**src/rtl/program_counter_stack_if.sv**
```systemverilog
// Fetch-stage control/status bundle between the sequencer (master) and the
// program counter with return-address stack (slave).
interface program_counter_stack_if #(
  parameter int WIDTH        = 16,
  parameter int OFFSET_WIDTH = 9,
  parameter int STACK_DEPTH  = 8
);
  localparam int CW = $clog2(STACK_DEPTH) + 1;

  logic                           Stall;
  logic [WIDTH-1:0]               LoadValue;
  logic                           LoadEnable;
  logic signed [OFFSET_WIDTH-1:0] Offset;
  logic                           OffsetEnable;
  logic                           Call;
  logic                           Return;
  logic [WIDTH-1:0]               CounterValue;
  logic [CW-1:0]                  StackCount;
  logic                           Overflow;
  logic                           Underflow;

  modport master (
    output Stall, LoadValue, LoadEnable, Offset, OffsetEnable, Call, Return,
    input  CounterValue, StackCount, Overflow, Underflow
  );

  modport slave (
    input  Stall, LoadValue, LoadEnable, Offset, OffsetEnable, Call, Return,
    output CounterValue, StackCount, Overflow, Underflow
  );
endinterface

```
**src/rtl/program_counter_stack.sv**
```systemverilog
// Program counter with hardware return-address stack: stall, load, signed
// relative branch, call/return, sticky overflow/underflow flags.
module program_counter_stack #(
  parameter int WIDTH        = 16,
  parameter int OFFSET_WIDTH = 9,
  parameter int STACK_DEPTH  = 8
) (
  input logic                     Clock,
  input logic                     Reset,
  program_counter_stack_if.slave  bus
);
  localparam int IW = $clog2(STACK_DEPTH);
  localparam int CW = IW + 1;

  logic [WIDTH-1:0] pc_q, pc_d;
  logic [CW-1:0]    cnt_q, cnt_d;
  logic             ovf_q, ovf_d;
  logic             unf_q, unf_d;
  logic [WIDTH-1:0] stack_q [STACK_DEPTH];

  logic              push;
  logic [IW-1:0]     push_idx, pop_idx;
  logic [WIDTH-1:0]  pc_inc;
  logic signed [WIDTH-1:0] off_ext;
  logic              full, empty;

  assign pc_inc   = pc_q + WIDTH'(1);
  assign off_ext  = WIDTH'(bus.Offset);
  assign full     = (cnt_q == CW'(STACK_DEPTH));
  assign empty    = (cnt_q == '0);
  assign push_idx = cnt_q[IW-1:0];
  assign pop_idx  = IW'(cnt_q - CW'(1));

  // Priority: Stall > Return > Call > Load > Offset > increment.
  always_comb begin
    pc_d  = pc_q;
    cnt_d = cnt_q;
    ovf_d = ovf_q;
    unf_d = unf_q;
    push  = 1'b0;
    if (!bus.Stall) begin
      if (bus.Return) begin
        if (empty) begin
          unf_d = 1'b1;
          pc_d  = pc_inc;
        end else begin
          pc_d  = stack_q[pop_idx];
          cnt_d = cnt_q - CW'(1);
        end
      end else if (bus.Call) begin
        if (full) begin
          ovf_d = 1'b1;
          pc_d  = pc_inc;
        end else begin
          push  = 1'b1;
          cnt_d = cnt_q + CW'(1);
          pc_d  = bus.LoadValue;
        end
      end else if (bus.LoadEnable) begin
        pc_d = bus.LoadValue;
      end else if (bus.OffsetEnable) begin
        pc_d = pc_q + off_ext;
      end else begin
        pc_d = pc_inc;
      end
    end
  end

  always_ff @(posedge Clock) begin
    if (Reset) begin
      pc_q  <= '0;
      cnt_q <= '0;
      ovf_q <= 1'b0;
      unf_q <= 1'b0;
    end else begin
      pc_q  <= pc_d;
      cnt_q <= cnt_d;
      ovf_q <= ovf_d;
      unf_q <= unf_d;
    end
  end

  // Stack entries are never cleared; StackCount alone decides what is live.
  always_ff @(posedge Clock) begin
    if (!Reset && push) stack_q[push_idx] <= pc_inc;
  end

  assign bus.CounterValue = pc_q;
  assign bus.StackCount   = cnt_q;
  assign bus.Overflow     = ovf_q;
  assign bus.Underflow    = unf_q;
endmodule
```
**src/flat_wrapper.sv**
```systemverilog
// flat-port wrapper written by rule: the top's interface ports become plain ports
module program_counter_stack_flat 
#(
  parameter int WIDTH        = 16,
  parameter int OFFSET_WIDTH = 9,
  parameter int STACK_DEPTH  = 8
)
  (Clock, Reset, bus_Stall, bus_LoadValue, bus_LoadEnable, bus_Offset, bus_OffsetEnable, bus_Call, bus_Return, bus_CounterValue, bus_StackCount, bus_Overflow, bus_Underflow);
  program_counter_stack_if #(.WIDTH(WIDTH), .OFFSET_WIDTH(OFFSET_WIDTH), .STACK_DEPTH(STACK_DEPTH)) bus_i ();
  input logic Clock;
  input logic Reset;
  input wire logic [$bits(bus_i.Stall)-1:0] bus_Stall;
  input wire logic [$bits(bus_i.LoadValue)-1:0] bus_LoadValue;
  input wire logic [$bits(bus_i.LoadEnable)-1:0] bus_LoadEnable;
  input wire logic [$bits(bus_i.Offset)-1:0] bus_Offset;
  input wire logic [$bits(bus_i.OffsetEnable)-1:0] bus_OffsetEnable;
  input wire logic [$bits(bus_i.Call)-1:0] bus_Call;
  input wire logic [$bits(bus_i.Return)-1:0] bus_Return;
  output wire logic [$bits(bus_i.CounterValue)-1:0] bus_CounterValue;
  output wire logic [$bits(bus_i.StackCount)-1:0] bus_StackCount;
  output wire logic [$bits(bus_i.Overflow)-1:0] bus_Overflow;
  output wire logic [$bits(bus_i.Underflow)-1:0] bus_Underflow;
  assign bus_i.Stall = bus_Stall;
  assign bus_i.LoadValue = bus_LoadValue;
  assign bus_i.LoadEnable = bus_LoadEnable;
  assign bus_i.Offset = bus_Offset;
  assign bus_i.OffsetEnable = bus_OffsetEnable;
  assign bus_i.Call = bus_Call;
  assign bus_i.Return = bus_Return;
  assign bus_CounterValue = bus_i.CounterValue;
  assign bus_StackCount = bus_i.StackCount;
  assign bus_Overflow = bus_i.Overflow;
  assign bus_Underflow = bus_i.Underflow;
  program_counter_stack #(.WIDTH(WIDTH), .OFFSET_WIDTH(OFFSET_WIDTH), .STACK_DEPTH(STACK_DEPTH)) u_core (.Clock(Clock), .Reset(Reset), .bus(bus_i));
endmodule
```
**config.mk**
```make
export PLATFORM = sky130hd
export DESIGN_NAME = program_counter_stack_flat
export DESIGN_NICKNAME = d
export VERILOG_FILES = /design/src/rtl/program_counter_stack_if.sv /design/src/rtl/program_counter_stack.sv /design/src/flat_wrapper.sv
export SDC_FILE = /design/constraint.sdc
export NUM_CORES = 1
export LEC_CHECK = 0
export ABC_AREA = 1
export CORE_MARGIN = 1.5
export CORE_UTILIZATION = 40
export DETAILED_ROUTE_END_ITERATION = 6
export GPL_ROUTABILITY_DRIVEN = 1
export SYNTH_ARGS = -nofsm -noshare
export SYNTH_HDL_FRONTEND = slang
export SYNTH_SLANG_ARGS = --single-unit
```
**constraint.sdc**
```tcl
create_clock -name Clock -period 8.85 [get_ports Clock]
set_clock_uncertainty 0.05 [all_clocks]
set_input_delay 1.77 -clock Clock [delete_from_list [all_inputs] [get_ports Clock]]
set_output_delay 1.77 -clock Clock [all_outputs]
set_load 0.01 [all_outputs]
```
* Word-level counts from Yosys, hierarchy flattened
Memories as Yosys holds them, arrays and structs flattened.
Index checks and enable logic that the tools add are counted.
** Word-level totals
- Bits in registers :: 22
- Latch bits :: 0
- RAM bits :: 128
- Memory bits (read-only) :: 0
- Input port bits :: 32
- Output and inout port bits :: 22
- Word-level logic and storage cells :: 37
- Memories kept :: 1
** Memories
- u_core.stack_q :: words 8, width 16, rd ports 1, clocked after memory_dff 0, write ports 1, RTL line program_counter_stack.sv:19 : logic [WIDTH-1:0] stack_q [STACK_DEPTH];
** Operators by class
- Add/sub/neg operators :: 4
- $mul :: 0
- Divide/modulo/power cells :: 0
- Magnitude comparators :: 0
- Eq/ne operators :: 3
- Shifts and indexed selects :: 0
- Mux-type cells :: 16
- Bitwise logic cells :: 2
- Reduce and logical (&&, ||, !) cells :: 7
** Operators with widths (number)
- 16-bit two-way mux :: 6
- 16-bit by 1-bit adder with 16-bit output (second input constant) :: 1
- 16-bit adder :: 1
- 4-bit two-way mux :: 4
- 4-bit AND reduction :: 2
- 1-bit two-way mux :: 6
- 4-bit by 1-bit adder with 4-bit output (second input constant) :: 1
- 4-bit == test (second input constant) :: 1
- 4-bit zero test :: 1
- 2-bit != test (second input constant) :: 2
- 4-bit by 1-bit subtractor with 4-bit output (second input constant) :: 1
- 3-bit AND reduction :: 1
- 1-bit NOT :: 2
- 2-bit nonzero test :: 1
- 1-bit logical AND :: 1
- 1-bit zero test :: 1

* Longest topological paths before layout
Gate-level depths: netlist of run 1.
- Depth in word-level cells :: 8
- Depth in mapped cells :: 15
- Depth with buffers taken out :: 15

* Worst setup path after synthesis of run 1
Ideal clock, no wire load.
- Path type :: input to register
- Start :: input port bus_Stall
- End :: memory u_core.stack_q[1][0], enable pin
- Library setup time :: 0.409 ns
- Data arrival time :: 3.675 ns
- Required time :: 8.391 ns
- Slack :: 4.715 ns
- Cell stages on the path :: 6
- Buffers on the path :: 1
- Cells stage by stage :: clkbuf_1 nor2_2 nand3_1 nor2_1 nand2_1 nor3_1
** Between the ends
- Cells in the longest elaborated chain, start to end :: 4
** Ends and longest elaborated chain
- from (decl) :: RTL line flat_wrapper.sv:12 : input wire logic [$bits(bus_i.Stall)-1:0] bus_Stall;
- 1-bit two-way mux :: RTL line program_counter_stack.sv:41 : if (!bus.Stall) begin
- 1-bit logical AND :: RTL line program_counter_stack.sv:85 : if (!Reset && push) stack_q[push_idx] <= pc_inc;
- 1-bit two-way mux :: RTL line program_counter_stack.sv:85
- 1-bit two-way mux (not written as such) :: RTL line program_counter_stack.sv:85
- to (decl) :: RTL line program_counter_stack.sv:19
No other way between the ends.

* Final worst setup path of run 1
- Start :: input port bus_Stall
- End :: memory u_core.stack_q[4][8], enable pin
Same word-level chain as after synthesis.

==> flow_metrics.tcl, run 1 <==
set metrics [dict create \
    cts_tree "yes" \
    grt_pass1_vias 6213 \
    place.gp.congestion 0.9009 \
    n_fill_cell 1892 \
    cp.depth 7 \
    netlist_instances 899 \
    cp-end-kind "flip-flop" \
    path_buf_inv 2 \
    instances_no_fill 1219 \
    die_y_um 144.6 \
    drt-total-wl_mm 21.67 \
    crit_type "input port to flip-flop" \
    peakVddDrop_mv 0.1136 \
    dieArea_um2 20920 \
    setup_viol 0 \
    ys_ff_latch 150 \
    start_util_pct 40.97 \
    design_area_um2 9449 \
    rr_worst_depth 10 \
    crit_path_start_kind "input port" \
    finalMaxSlewViolations 0 \
    clock.fmax_ghz 0.2230 \
    wl_per_cell_um 17.78 \
    synth_area_um2 8025 \
    drive_above_1_share_pct 7.442 \
    cts.clk_slew.worst_paths_ns 0.07 \
    async_flop_share_pct 0 \
    synth_nets 950 \
    hold_buffers 0 \
    first_pass_iters 5 \
    path_cells "clkdlybuf4s50_1, nor2_2, nand3_1, nor2_1, nand2_1, nor2_1, buf_4" \
    cts_made_buffers 17 \
    powerDensity_nw_per_um2 208.7 \
    placed_cells 1187 \
    ys_seq_area_share_pct 53.38 \
    ant_nets 0 \
    timing.critical_path.mode_cell "nor2_1" \
    drv_cap 0 \
    drt_iter0_markers 500 \
    p_leak_nw 3.603 \
    path_delay_family "simple AND/OR/NAND/NOR gates" \
    finalCoreUtilization_pct 48.23 \
    cts-root-buf "clkbuf_16" \
    worstPathRequired_ns 8.92 \
    dpl_cell_area_um2 8820 \
    tightest_slew_ns 1.045 \
    crit_arrival_ns 4.56 \
    status "finished, final reports clean" \
    rsz0062_at_grt "false" \
    grt_pass1_wl_mm 33.98 \
    coreArea_um2 19590 \
    htreeDepth 4 \
    hp-class "flip-flop to flip-flop" \
    final_nets 992 \
    syn_area_per_cell_um2 8.927 \
    cp_slowest_cell "nor2_2" \
    grt_max_degree 66 \
    clk_latency_ns 0.43 \
    grt_usage_pct 21.85 \
    ys.flop_type "edfxtp_1" \
    vias 6442 \
    yosysWarningCount 0 \
    post_cts_resized 0 \
    finalWorstSetupSlack_ns 4.366 \
    pre_cts_ws_ns 3.918 \
    drc 0 \
    post-cts-setup-buffer-count 0 \
    n_antenna_cell 0 \
    finalSetupTns_ns 0 \
    port_buffers 53 \
    dp_hpwl_mm 15.00 \
    holdWs_ns 0.4184 \
    p_total_mw 1.972 \
    synth_cell_types 41 \
    period_needed_ns 4.484 \
    slew-limit-headroom_pct 30.12 \
    fin_crit_sh_pct 50.66 \
    hold_viol 0 \
    cts.path.max_buffers 2 \
    worstPathMaxFanout 17 \
    syn_to_final_growth_pct 17.74 \
    via_per_inst 5.285 \
    grt_remaining_overflow 0 \
    clock_sinks 150 \
    ios 54 \
    cpPeakStageDelay_ns 0.70 \
    antenna_found_initial 0 \
    num_rows 51 \
    synth_edf_count 128 \
    holdPathStages 2 \
    dieWidth_um 144.6 \
]
registers in the layout, indices dropped and copies added (netlist names):
signal	cells
u_core.stack_q	128
u_core.bus.CounterValue	16
u_core.bus.StackCount	4
u_core.bus.Underflow	1
u_core.bus.Overflow	1
area by class of cell:
class                   instances  area (µm²)  share of cell area, %
flip-flops and latches        150        4285                  45.35
multi-input cells             625        3274                  34.65
repair buffers                 65       620.6                  6.568
clock buffers                  18       429.2                  4.542
well taps                     265       331.6                  3.509
inverters                      82       307.8                  3.257
clock inverters                14       200.2                  2.119
layer usage:
metal	routed length [µm]	share of wire, %	up-vias	global-route usage, %
met1	10140	47	3066	30.35
met5	0	0	-	0
li1	-	-	3191	-
met2	10340	48	169	36.31
met3	973	4.5	16	2.252
met4	224	1.0	0	6.220
power breakdown:
part / internal [mW] / switching, mW
sequential: 0.795 / 0.0244
clock: 0.475 / 0.288
combinational: 0.134 / 0.256
path summary, 6_finish.rpt:
kind | start | to | slack [ns]
hold / removal | u_core.bus.Overflow$_SDFFE_PP0P_ | u_core.bus.Overflow$_SDFFE_PP0P_ | 0.42
hold reg to reg | u_core.bus.Overflow$_SDFFE_PP0P_ | u_core.bus.Overflow$_SDFFE_PP0P_ | 0.42
setup / recovery | bus_Stall | u_core.stack_q[4][8]$_DFFE_PP_ | 4.37
setup reg to reg | u_core.bus.StackCount[0]$_SDFFE_PP0P_ | u_core.stack_q[4][8]$_DFFE_PP_ | 5.07
cells in the mapped netlist, types with 3 or more instances:
master | instances | area [µm²]
buf_2 | 17 | 85.08
nand3_1 | 42 | 210.2
a211oi_1 | 3 | 22.52
a31oi_1 | 4 | 25.02
ha_1 | 18 | 225.2
nand4_1 | 7 | 43.79
o21ai_0 | 79 | 395.4
xor2_1 | 6 | 52.55
inv_1 | 79 | 296.5
dfxtp_1 | 22 | 440.4
clkbuf_1 | 23 | 86.33
o221ai_1 | 16 | 140.1
nand2_2 | 4 | 25.02
nand2_1 | 185 | 694.4
nor2_2 | 5 | 31.28
a21oi_1 | 44 | 220.2
o211ai_1 | 18 | 135.1
nor3_1 | 10 | 50.05
edfxtp_1 | 128 | 3844
o32ai_1 | 5 | 43.79
o21ai_1 | 10 | 50.05
o22ai_1 | 6 | 37.54
nor2_1 | 128 | 480.5
xnor2_1 | 4 | 35.03
mux2i_1 | 15 | 150.1
cells by family (layout without fill, tap and decap cells):
| logic type | Yosys count | after routing | synth area share, % |
|---|---|---|---|
| buffers and inverters | 124 | 179 | 6.158 |
| AO/OA/AOI/OAI | 190 | 190 | 13.84 |
| flip-flops | 150 | 150 | 53.38 |
| XOR/XNOR | 13 | 13 | 1.699 |
| multiplexers | 15 | 15 | 1.871 |
| AND/OR/NAND/NOR | 388 | 388 | 19.99 |
| adder cells (fa/ha/maj) | 19 | 19 | 3.056 |
layout by cell type, fill, tap and decap left out, drive strengths merged, types with 6 or more instances in the layout:
cell / netlist / layout
nand2: 189 / 189
nor2: 135 / 135
edfxtp: 128 / 128
o21ai: 91 / 91
inv: 81 / 84
clkdlybuf4s50: 0 / 53
a21oi: 44 / 44
nand3: 43 / 43
dfxtp: 22 / 22
o211ai: 18 / 18
ha: 18 / 18
clkbuf: 23 / 18
o221ai: 16 / 16
mux2i: 15 / 15
buf: 19 / 12
nor3: 11 / 11
xor2: 8 / 8
nand4: 7 / 7
o22ai: 6 / 6
worst reg2reg max path: stages (launching register included):
cell and delay [ns]:
dfxtp_2 0.31, buf_4 0.37, clkinv_1 0.13, buf_4 0.32, ha_2 0.31, nand3_1 0.47
nand3_1 0.28, nor2_1 0.21, nand2_1 0.15, nor2_1 0.57, buf_4 0.31
(Power assumes the default switching activity.)
==> run 2: changes to the inputs <==
- clock period: 8.85 -> 4.5 ns (I/O delays scaled with it)
==> run 2 against run 1 <==
  * Design area is 0.69% higher
  * Combinational power grew 98%
  * Critical path depth up 2
  * Global-route usage up 0.25 points
  * Critical path type is now flip-flop to flip-flop
==> flow_metrics.tcl, run 2 (synthesis results as in run 1) <==
set metrics [dict create \
    pre_cts_ws_ns 1.263 \
    cts.clk_slew.worst_paths_ns 0.07 \
    drive_above_1_share_pct 8.204 \
    drv_cap 0 \
    tightest_slew_ns 0.9770 \
    cts-root-buf "clkbuf_16" \
    slew-limit-headroom_pct 34.64 \
    hold_buffers 0 \
    placed_cells 1196 \
    powerDensity_nw_per_um2 409.9 \
    finalSetupTns_ns 0 \
    worstPathRequired_ns 4.81 \
    die_y_um 144.6 \
    crit_arrival_ns 3.28 \
    grt_pass1_vias 6016 \
    drc 0 \
    status "finished, final reports clean" \
    ios 54 \
    post_cts_resized 0 \
    hold_viol 0 \
    ant_nets 0 \
    drt_iter0_markers 604 \
    final_nets 1001 \
    grt_pass1_wl_mm 34.13 \
    regMostFlops "u_core.stack_q" \
    clk_latency_ns 0.43 \
    worstPathMaxFanout 49 \
    finalCoreUtilization_pct 48.57 \
    p_total_mw 3.900 \
    final_common_cell "nand2_1" \
    hp-class "flip-flop to flip-flop" \
    coreArea_um2 19590 \
    cp_slowest_cell "ha_2" \
    cts_tree "yes" \
    finalMaxSlewViolations 0 \
    wl_per_cell_um 17.71 \
    antenna_found_initial 0 \
    post-cts-setup-buffer-count 0 \
    cpPeakStageDelay_ns 0.94 \
    rsz0062_at_grt "false" \
    port_buffers 53 \
    instances_no_fill 1228 \
    setup_viol 0 \
    path_cells "inv_1, ha_2, buf_4, o21ai_0, o32ai_1, nor2_1, nor2_1, a21oi_1, a21oi_1" \
    path_buf_inv 2 \
    grt_remaining_overflow 0 \
    clock_sinks 150 \
    start_util_pct 40.97 \
    fin_crit_sh_pct 65.89 \
    p_leak_nw 3.656 \
    drt-total-wl_mm 21.75 \
    syn_to_final_growth_pct 18.55 \
    clock.fmax_ghz 0.3373 \
    dieArea_um2 20920 \
    vias 6539 \
    grt_usage_pct 22.09 \
    cts.path.max_buffers 2 \
    place.gp.congestion 0.9246 \
    num_rows 51 \
    grt_max_degree 52 \
    cp-end-kind "flip-flop" \
    layout_common_cells "nand2_1 (185), edfxtp_1 (128), nor2_1 (126)" \
    finalWorstSetupSlack_ns 1.535 \
    via_per_inst 5.325 \
    largest_register_ffs 128 \
    period_needed_ns 2.965 \
    crit_path_start_kind "flip-flop" \
    peakVddDrop_mv 0.2639 \
    crit_type "flip-flop to flip-flop" \
    path_delay_family "adder cells" \
    dp_hpwl_mm 15.17 \
    n_antenna_cell 0 \
    first_pass_iters 5 \
    cts_made_buffers 17 \
    htreeDepth 4 \
    dieWidth_um 144.6 \
]
run 2: changes by cell type in the layout (fill, tap and decap cells not counted):
| cell | change |
|---|---|
| buf_4 | +9 |
| clkinv_1 | +1 |
| clkinv_4 | -1 |
| clkinvlp_4 | -2 |
| inv_6 | +2 |
run 2: worst register-to-register path, delay by kind of cell, from the launching register on:
family / cells / cell delay, ns
adders and majority gates: 1 / 0.94
buffers and inverters: 2 / 0.59
and+or+nand+nor: 2 / 0.30
AOI/OAI and AO/OA: 4 / 0.54
DFF: 1 / 0.47
run 2: layer usage:
| metal | global-route usage, % | routed length (µm) | vias up |
|---|---|---|---|
| met3 | 2.848 | 1203 | 27 |
| met5 | 0 | 0 | - |
| met2 | 34.50 | 10220 | 199 |
| li1 | - | - | 3211 |
| met4 | 7.868 | 397 | 0 |
| met1 | 31.58 | 9932 | 3102 |
run 2: final timing paths:
| check | startpoint | endpoint | slack [ns] | cells after the start |
|---|---|---|---|---|
| worst min register to register | u_core.bus.Underflow$_SDFFE_PP0P_ | u_core.bus.Underflow$_SDFFE_PP0P_ | 0.43 | 2 |
| worst min-delay path | u_core.bus.Underflow$_SDFFE_PP0P_ | u_core.bus.Underflow$_SDFFE_PP0P_ | 0.43 | 2 |
| worst max register to register | u_core.bus.StackCount[1]$_SDFFE_PP0P_ | u_core.bus.CounterValue[6]$_SDFFE_PP0N_ | 1.54 | 9 |
| worst max-delay path | u_core.bus.StackCount[1]$_SDFFE_PP0P_ | u_core.bus.CounterValue[6]$_SDFFE_PP0N_ | 1.54 | 9 |
run 2: power by group:
group,internal [mW],total (mW),switching [mW],leakage (nW)
combinational,0.270,0.774,0.505,1.99
sequential,1.56,1.61,0.0463,1.37
clock,0.935,1.52,0.582,0.304
run 2: layout make-up:
type                    instances  area (µm²)
clock buffers                  18       429.2
clock inverters                14       197.7
fillers                      1836       10080
inverters                      82       307.8
multi-input cells             625        3274
flip-flops and latches        150        4285
well taps                     265       331.6
repair buffers                 74       688.2
run 2: stage by stage:
| step | cell area, µm² | hold WS [ns] |
|---|---|---|
| floorplan | 8025 | 0.4547 |
| global placement | 8887 | 0.4164 |
| detailed placement | 8887 | 0.4139 |
| CTS | 9514 | 0.4295 |
| global route | 9514 | 0.4531 |
| finish | 9514 | 0.4347 |
==> run 3: changes to the inputs <==
- clock period: 4.5 -> 2.76 ns (I/O delays scaled with it)
==> run 3 against run 2 <==
  * Register-to-register slack got worse by 1.1 ns
  * Flip-flop and latch count unchanged
  * Clock power is 40% higher
  * Fmax rose by 26%
  * Utilization increased by 0.80 points
  * Worst hold slack lost 0.014 ns
  * Count of clock-buffer cells in the layout increased by 2
  * Total power increased by 55%
  * Critical path type unchanged
  * Critical endpoint unchanged
  * Largest cell class unchanged
==> flow_metrics.tcl, run 3 (synthesis results as in run 1) <==
set metrics [dict create \
    status "finished, final reports clean" \
    grt_remaining_overflow 0 \
    powerDensity_nw_per_um2 626.3 \
    clk_latency_ns 0.42 \
    num_rows 51 \
    drive_above_1_share_pct 9.509 \
    n_antenna_cell 0 \
    p_leak_nw 3.702 \
    wl_per_cell_um 17.26 \
    drc 0 \
    cp.depth 9 \
    cpPeakStageDelay_ns 0.47 \
    final_nets 1016 \
    place.gp.congestion 0.9002 \
    worstPathRequired_ns 3.06 \
    dieWidth_um 144.6 \
    rr_worst_depth 9 \
    die_y_um 144.6 \
    largest_register_ffs 128 \
    path_delay_family "compound AO/OA/AOI/OAI gates" \
    finalMaxSlewViolations 0 \
    holdPathStages 2 \
    coreArea_um2 19590 \
    drt_iter0_markers 535 \
    worstReg2RegEnd "u_core.bus.CounterValue[6]$_SDFFE_PP0N_" \
    instances_no_fill 1243 \
    path_buf_inv 2 \
    hold_buffers 0 \
    dieArea_um2 20920 \
    clkPwrFrac_pct 35.2 \
    crit_path_start_kind "flip-flop" \
    swShare_pct 29.45 \
    design_area_um2 9671 \
    antenna_found_initial 0 \
    cts.path.max_buffers 2 \
    layout_common_cells "nand2_1 (185), edfxtp_1 (128), nor2_1 (125)" \
    p_switching_mw 1.784 \
    port_buffers 53 \
    period_needed_ns 2.361 \
    n_fill_cell 1899 \
    clock_sinks 150 \
    vias 6483 \
    crit_arrival_ns 2.66 \
    post-cts-setup-buffer-count 0 \
    grt_max_degree 71 \
    regMostFlops "u_core.stack_q" \
    drv_cap 0 \
    peakVddDrop_mv 0.4292 \
    ios 54 \
    ant_nets 0 \
    cp-startpoint "u_core.bus.StackCount[1]$_SDFFE_PP0P_" \
    grt_pass1_wl_mm 33.48 \
    slew-limit-headroom_pct 55.84 \
    cp_slowest_cell "dfxtp_1" \
    placed_cells 1211 \
    start_util_pct 40.97 \
    fin_crit_sh_pct 85.55 \
    crit_type "flip-flop to flip-flop" \
    hp-class "flip-flop to flip-flop" \
    r2r_setup_slack_ns 0.40 \
    rsz0062_at_grt "false" \
    p_comb_share_pct 21.7 \
    post_cts_resized 0 \
    finalWorstSetupSlack_ns 0.3987 \
    dp_hpwl_mm 14.69 \
    hold_viol 0 \
    first_pass_iters 5 \
    cts.clk_slew.worst_paths_ns 0.06 \
    seqPwrFrac_pct 43.1 \
    reg2reg_from "u_core.bus.StackCount[1]$_SDFFE_PP0P_" \
    grt_usage_pct 21.59 \
    pre_cts_ws_ns -0.01439 \
    final_common_cell "nand2_1" \
    clock.fmax_ghz 0.4235 \
    grt_pass1_vias 6036 \
    htreeDepth 4 \
    cts_made_buffers 17 \
    drt-total-wl_mm 21.45 \
    cts_tree "yes" \
    via_per_inst 5.216 \
    setup_viol 0 \
    dpl_cell_area_um2 9128 \
    crit_end "u_core.bus.CounterValue[6]$_SDFFE_PP0N_" \
    cp-end-kind "flip-flop" \
    syn_to_final_growth_pct 20.50 \
    p_total_mw 6.056 \
    cts-root-buf "clkbuf_16" \
    path_cells "inv_1, ha_2, buf_4, o21ai_0, o32ai_1, o21ai_0, nor2_1, a21oi_1, a21oi_1" \
    worstPathMaxFanout 24 \
    tightest_slew_ns 0.6602 \
    internal_power_mw 4.272 \
]
[run 3: worst min path at each step]
stage                                        end                         startpoint  slack [ns]
3_3_place_gp   u_core.bus.Underflow$_SDFFE_PP0P_  u_core.bus.Underflow$_SDFFE_PP0P_        0.41
3_5_place_dp   u_core.bus.Underflow$_SDFFE_PP0P_  u_core.bus.Underflow$_SDFFE_PP0P_        0.42
5_1_grt        u_core.bus.Underflow$_SDFFE_PP0P_  u_core.bus.Underflow$_SDFFE_PP0P_        0.45
2_1_floorplan  u_core.bus.Underflow$_SDFFE_PP0P_  u_core.bus.Underflow$_SDFFE_PP0P_        0.45
6_report       u_core.bus.Underflow$_SDFFE_PP0P_  u_core.bus.Underflow$_SDFFE_PP0P_        0.42
4_1_cts        u_core.bus.Underflow$_SDFFE_PP0P_  u_core.bus.Underflow$_SDFFE_PP0P_        0.43
[run 3: stage by stage]
stage / hold WS (ns) / TNS, ns / utilization [%]
floorplan: 0.4547 / -8.781 / -
finish: 0.4205 / 0 / 49.36
CTS: 0.4296 / 0 / 49.36
global route: 0.4504 / 0 / 49.36
global placement: 0.4057 / -0.001851 / 46.59
detailed placement: 0.4155 / -0.01904 / 46.59
[run 3: layout make-up]
type,count,area (µm²),share of cell area [%]
Clock buffer,20,436.7,4.515
Sequential cell,150,4285,44.31
Tap cell,265,331.6,3.429
Multi-Input combinational cell,625,3277,33.89
Timing Repair Buffer,89,925.9,9.574
Clock inverter,12,106.4,1.100
Inverter,82,307.8,3.183
[run 3: power groups by stage]
| stage | clock network [mW] | logic [mW] | registers [mW] |
|---|---|---|---|
| final | 2.13 | 1.31 | 2.61 |
| after global routing | 2.25 | 1.46 | 2.62 |
| after CTS | 2.16 | 1.31 | 2.61 |
| after detailed placement | 0 | 1.31 | 2.66 |
| after global placement | 0 | 1.30 | 2.66 |
| after floorplan | 0 | 0.825 | 2.65 |
[run 3: tightest hold or removal path, cell delays in order, from the launching register on]
cell and delay [ns]:
dfxtp_1 0.33, nor2_1 0.05, nor2_1 0.06
[run 3: per-layer routing]
layer	up-vias	part of all wire (%)	GRT usage, %
met3	18	5.5	3.510
met1	3041	48	30.18
met2	182	46	34.47
met4	0	1.2	6.592
met5	-	0	0
li1	3242	-	-
==> RTL change 1 (flow settings as in run 3) <==
Reset style: asynchronous (`Reset`), changed in one clocked block.
--- a/src/rtl/program_counter_stack.sv
+++ b/src/rtl/program_counter_stack.sv
@@ -66,7 +66,7 @@
     end
   end
 
-  always_ff @(posedge Clock) begin
+  always_ff @(posedge Clock or posedge Reset) begin
     if (Reset) begin
       pc_q  <= '0;
       cnt_q <= '0;
Function: differs if Reset is asserted again (counterexample within 4 cycles, from zero or initial values and one cycle with Reset high); with Reset held inactive, the same outputs for 4 cycles.
==> RTL change 1 against run 3 <==
Worst setup slack lost 0.19 ns; utilization grew 0.26 points; synthesized area grew 0.28%; wire length grew 4.1%; critical path type is now flop to output port; final area grew 0.52%; sequential cell count is the same; highest routed layer unchanged; synthesized cell count shrank 4.6%; cell count shrank 2.0%.
Power is not compared: it rests on default switching activity, and its combinational part moved more than twofold at a synthesized area within 25%.
==> RTL change 1: results (changes against run 3) <==
* HPWL after detailed placement at 15500 um (+5.6%)
* Top cells by count, synth: 195 x nand2_1, 128 x edfxtp_1, 92 x nor2_1
* Syn_nets at 909 (-4.3%)
* Placement-stage cell area at 0.00917 mm2 (+0.48%)
* Post-synthesis cell type count at 42 (+2.4%)
* Syn Inst Count at 858 (-4.6%)
* Tcrit/Tclk final at 0.926 (+0.0706)
* Reg2Reg Launch Point: u_core.bus.StackCount[2]$_DFFE_PP0P_
* Layout cells sized above 1 at 0.118 (+0.0226)
* Final core utilization at 0.496 (+0.00255)
* M1 wire length at 10100 um (-1.5%)
* Worst Hold Slack at 0.349 ns (-0.0713 ns)
* Comb_multi_in at 587 (-6.1%)
* # clk buffers at 18 (-10%)
* Grt met3 use at 0.0280 (-0.00713)
* M1 GR Usage at 0.303 (+0.00142)
* Bufs w/o clock at 96 (+7.9%)
* Routed wl met3 at 1080 um (-8.4%)
* DR iter-0 viols at 543 (+1.5%)
* Final clock-cell share at 0.0559 (-0.000289)
* FF/Latch Area at 0.00440 mm2 (+2.6%)
* R2R Path End: u_core.stack_q[3][9]$_DFFE_PP_
* Non-clk invs at 87 (+6.1%)
* WL final at 22300 um (+4.1%)
* Proportion of synthesized area in mux cells at 0.0249 (+0.00617)
* Post-synthesis compound-gate area fraction at 0.121 (-0.0172)
* Outcome: finished, final reports clean
* Pre-CTS setup slack at -0.0174 ns (-0.00304 ns)
* Sequential cell area fraction in the yosys report at 0.546 (+0.0122)
* Leading post-synthesis cells by cell area: edfxtp_1 48%, nand2_1 9.1%, dfrtp_1 6.8%
* Adder-Cell Fraction of Synth Area at 0.0305 (-0.0000855)
* CP delay by family, top: buffers and inverters
## RTL change 1: changes by cell type after synthesis, moves of 5 or more
cell / delta
nor2_1: -36
inv_2: +5
nand2_1: +10
a22oi_1: +10
nor3_1: -5
dfxtp_1: -22
o21ai_0: -13
clkbuf_1: -13
nand3_1: +9
mux2i_1: +5
o32ai_1: -5
a21oi_1: -21
dfrtp_1: +22
## RTL change 1: worst max path at each step
stage / to / cells past startpoint / from
global route: bus_StackCount[0] / 2 / u_core.bus.StackCount[0]$_DFFE_PP0P_
finish: bus_StackCount[0] / 2 / u_core.bus.StackCount[0]$_DFFE_PP0P_
global placement: u_core.bus.CounterValue[14]$_DFFE_PP0N_ / 16 / bus_Offset[8]
floorplan: u_core.stack_q[2][0]$_DFFE_PP_ / 11 / u_core.bus.StackCount[0]$_DFFE_PP0P_
CTS: bus_StackCount[0] / 2 / u_core.bus.StackCount[0]$_DFFE_PP0P_
detailed placement: u_core.bus.CounterValue[14]$_DFFE_PP0N_ / 14 / bus_Offset[8]
==> RTL change 2 (settings of run 3) <==
Made on the original files. `WIDTH` is set to 16 in 3 places; all go to 24.
--- a/src/rtl/program_counter_stack_if.sv
+++ b/src/rtl/program_counter_stack_if.sv
@@ -1,7 +1,7 @@
 // Fetch-stage control/status bundle between the sequencer (master) and the
 // program counter with return-address stack (slave).
 interface program_counter_stack_if #(
-  parameter int WIDTH        = 16,
+  parameter int WIDTH        = 24,
   parameter int OFFSET_WIDTH = 9,
   parameter int STACK_DEPTH  = 8
 );
--- a/src/rtl/program_counter_stack.sv
+++ b/src/rtl/program_counter_stack.sv
@@ -1,7 +1,7 @@
 // Program counter with hardware return-address stack: stall, load, signed
 // relative branch, call/return, sticky overflow/underflow flags.
 module program_counter_stack #(
-  parameter int WIDTH        = 16,
+  parameter int WIDTH        = 24,
   parameter int OFFSET_WIDTH = 9,
   parameter int STACK_DEPTH  = 8
 ) (
--- a/src/flat_wrapper.sv
+++ b/src/flat_wrapper.sv
@@ -1,7 +1,7 @@
 // flat-port wrapper written by rule: the top's interface ports become plain ports
 module program_counter_stack_flat 
 #(
-  parameter int WIDTH        = 16,
+  parameter int WIDTH        = 24,
   parameter int OFFSET_WIDTH = 9,
   parameter int STACK_DEPTH  = 8
 )
Interface: changed (resized bus_CounterValue and bus_LoadValue); port bits go from 54 to 70. No check against the original RTL was run, so the function may have changed too.
==> RTL change 2 against run 3 <==
Sequential cell count rose by 72; total power increased by 52%; critical path depth down 7; count of clock-buffer cells in the layout rose by 8; first-iteration DRC count increased by 91%; final area up 53%; clock power is 51% higher; utilization is 0.40 points higher; wire length rose by 75%; die area rose by 50%; synthesized area rose by 51%; worst setup slack worse by 0.18 ns.
==> RTL change 2: results (changes against run 3) <==
* Outcome: finished, final reports clean
* DR iter-0 viols at 1021 (+91%)
* Critical path peak fanout at 50 (+110%)
* Final RePlAce weighted congestion at 1.01 (+12%)
* Critical Path Sink: bus_StackCount[0]
* Syn_nets at 1469 (+55%)
* First-pass GRT wire length at 57600 um (+72%)
* Busiest grt layer: met2
* Vias per cell at 5.42 (+3.9%)
* Pre-CTS setup slack at -0.203 ns (-0.189 ns)
* Final Net Count at 1598 (+57%)
* Leading post-synthesis cells by cell area: edfxtp_1 48%, nand2_1 9.5%, o21ai_0 6.2%
* Longest Clk Path Bufs at 3 (+1)
* Buffers on Ports at 69 (+30%)
* FMAX at 0.394 GHz (-6.9%)
* Layout filler cell count at 2793 (+47%)
* Net Sw Power at 2.73 mW (+53%)
* R2R Path End: u_core.bus.CounterValue[1]$_SDFFE_PP0N_
* Number of flops mapped to enable cells by yosys at 192 (+50%)
* Grt met3 use at 0.0264 (-0.00868)
* Top cells by count, synth: 307 x nand2_1, 200 x nor2_1, 192 x edfxtp_1
* Setup Buffers After CTS at 0 (unchanged)
* Post-synthesis cell type count at 49 (+20%)
* Slew at the pin closest to its max-slew limit at 0.675 ns (+0.0145 ns)
* PostCTS Resize Cnt at 0 (unchanged)
* Layout cells sized above 1 at 0.115 (+0.0200)
* Peak VDD IR at 0.494 mV (+15%)
* H-tree levels at 1 (-3)
* Leakage power at 5.76 nW (+56%)
* M1 GR Usage at 0.334 (+0.0325)
* Async SR Flop Fraction at 0 (unchanged)
* Flop-to-flop setup slack at 0.25 ns (-0.15 ns)
* Worst Setup SP: u_core.bus.StackCount[0]$_SDFFE_PP0P_
* Max reg flops at 192 (+50%)
* Wirelength per Cell at 19.4 um (+12%)
* Gr usage total at 0.242 (+0.0266)
* Vias in the first global route at 10100 (+67%)
* Num CTS Buffers at 24 (+7)
* Met2 Usage GRT at 0.395 (+0.0501)
* HPWL after detailed placement at 25700 um (+75%)
* Sequential cell area fraction in the yosys report at 0.525 (-0.00913)
* Clk_lat worst skew at 0.51 ns (+0.09 ns)
* Largest net degree at the start of global routing at 101 (+42%)
* Reg2reg path depth at 8 (-1)
* Reg2Reg Launch Point: u_core.bus.StackCount[2]$_SDFFE_PP0P_
* Worst EP arrival at 1.93 ns (-0.73 ns)
## RTL change 2: routing by layer
layer  wire, um  vias to the layer above
li1           -                     5082
met5          0                        -
met2      17400                      333
met4       1300                        0
met3       2290                       75
met1      16500                     5006
## RTL change 2: worst min-delay path by stage
stage	slack [ns]	start	depth (start not counted)	end
after floorplan	0.45	u_core.bus.Underflow$_SDFFE_PP0P_	2	u_core.bus.Underflow$_SDFFE_PP0P_
after global placement	0.40	u_core.bus.Underflow$_SDFFE_PP0P_	2	u_core.bus.Underflow$_SDFFE_PP0P_
after detailed placement	0.42	u_core.bus.Underflow$_SDFFE_PP0P_	2	u_core.bus.Underflow$_SDFFE_PP0P_
after CTS	0.43	u_core.bus.Underflow$_SDFFE_PP0P_	2	u_core.bus.Underflow$_SDFFE_PP0P_
after global routing	0.45	u_core.bus.Underflow$_SDFFE_PP0P_	2	u_core.bus.Underflow$_SDFFE_PP0P_
final	0.42	u_core.bus.Underflow$_SDFFE_PP0P_	2	u_core.bus.Underflow$_SDFFE_PP0P_
## RTL change 2: critical path, cell delays in order, from the launching register on
cell and delay, ns:
dfxtp_2 0.33, buf_4 0.45, clkdlybuf4s50_1 0.64
## RTL change 2: cell families (layout without fill, tap and decap cells)
kind of cell | Yosys count | after routing | synth area share
AND/OR/NAND/NOR | 614 | 614 | 0.206
AO/OA/AOI/OAI | 316 | 316 | 0.150
flip-flops | 222 | 222 | 0.525
buffers and inverters | 202 | 346 | 0.0718
adder cells (fa/ha/maj) | 27 | 27 | 0.0285
XOR/XNOR | 21 | 21 | 0.0183
## RTL change 2: metrics by stage
| step | area, um2 | util | std cells |
|---|---|---|---|
| floorplan | 12300 | - | 1402 |
| global placement | 14000 | 0.471 | 1895 |
| detailed placement | 14000 | 0.471 | 1895 |
| CTS | 14800 | 0.497 | 1936 |
| global route | 14800 | 0.498 | 1936 |
| finish | 14800 | 0.498 | 1936 |
## RTL change 2: power by group through the flow
stage / Combinational (mW) / Clock [mW] / Sequential (mW)
after floorplan: 1.25 / 0 / 3.92
after global placement: 2.11 / 0 / 3.93
after detailed placement: 2.13 / 0 / 3.93
after CTS: 2.14 / 3.26 / 3.86
after global routing: 2.37 / 3.40 / 3.86
final: 2.14 / 3.22 / 3.86
## RTL change 2: area by class of cell
cell class / instances / area share
clock buffer: 28 / 0.0431
multi-input combinational: 978 / 0.341
clock inverter: 13 / 0.00990
timing repair buffer: 171 / 0.109
tap: 390 / 0.0330
sequential: 222 / 0.431
inverter: 134 / 0.0340
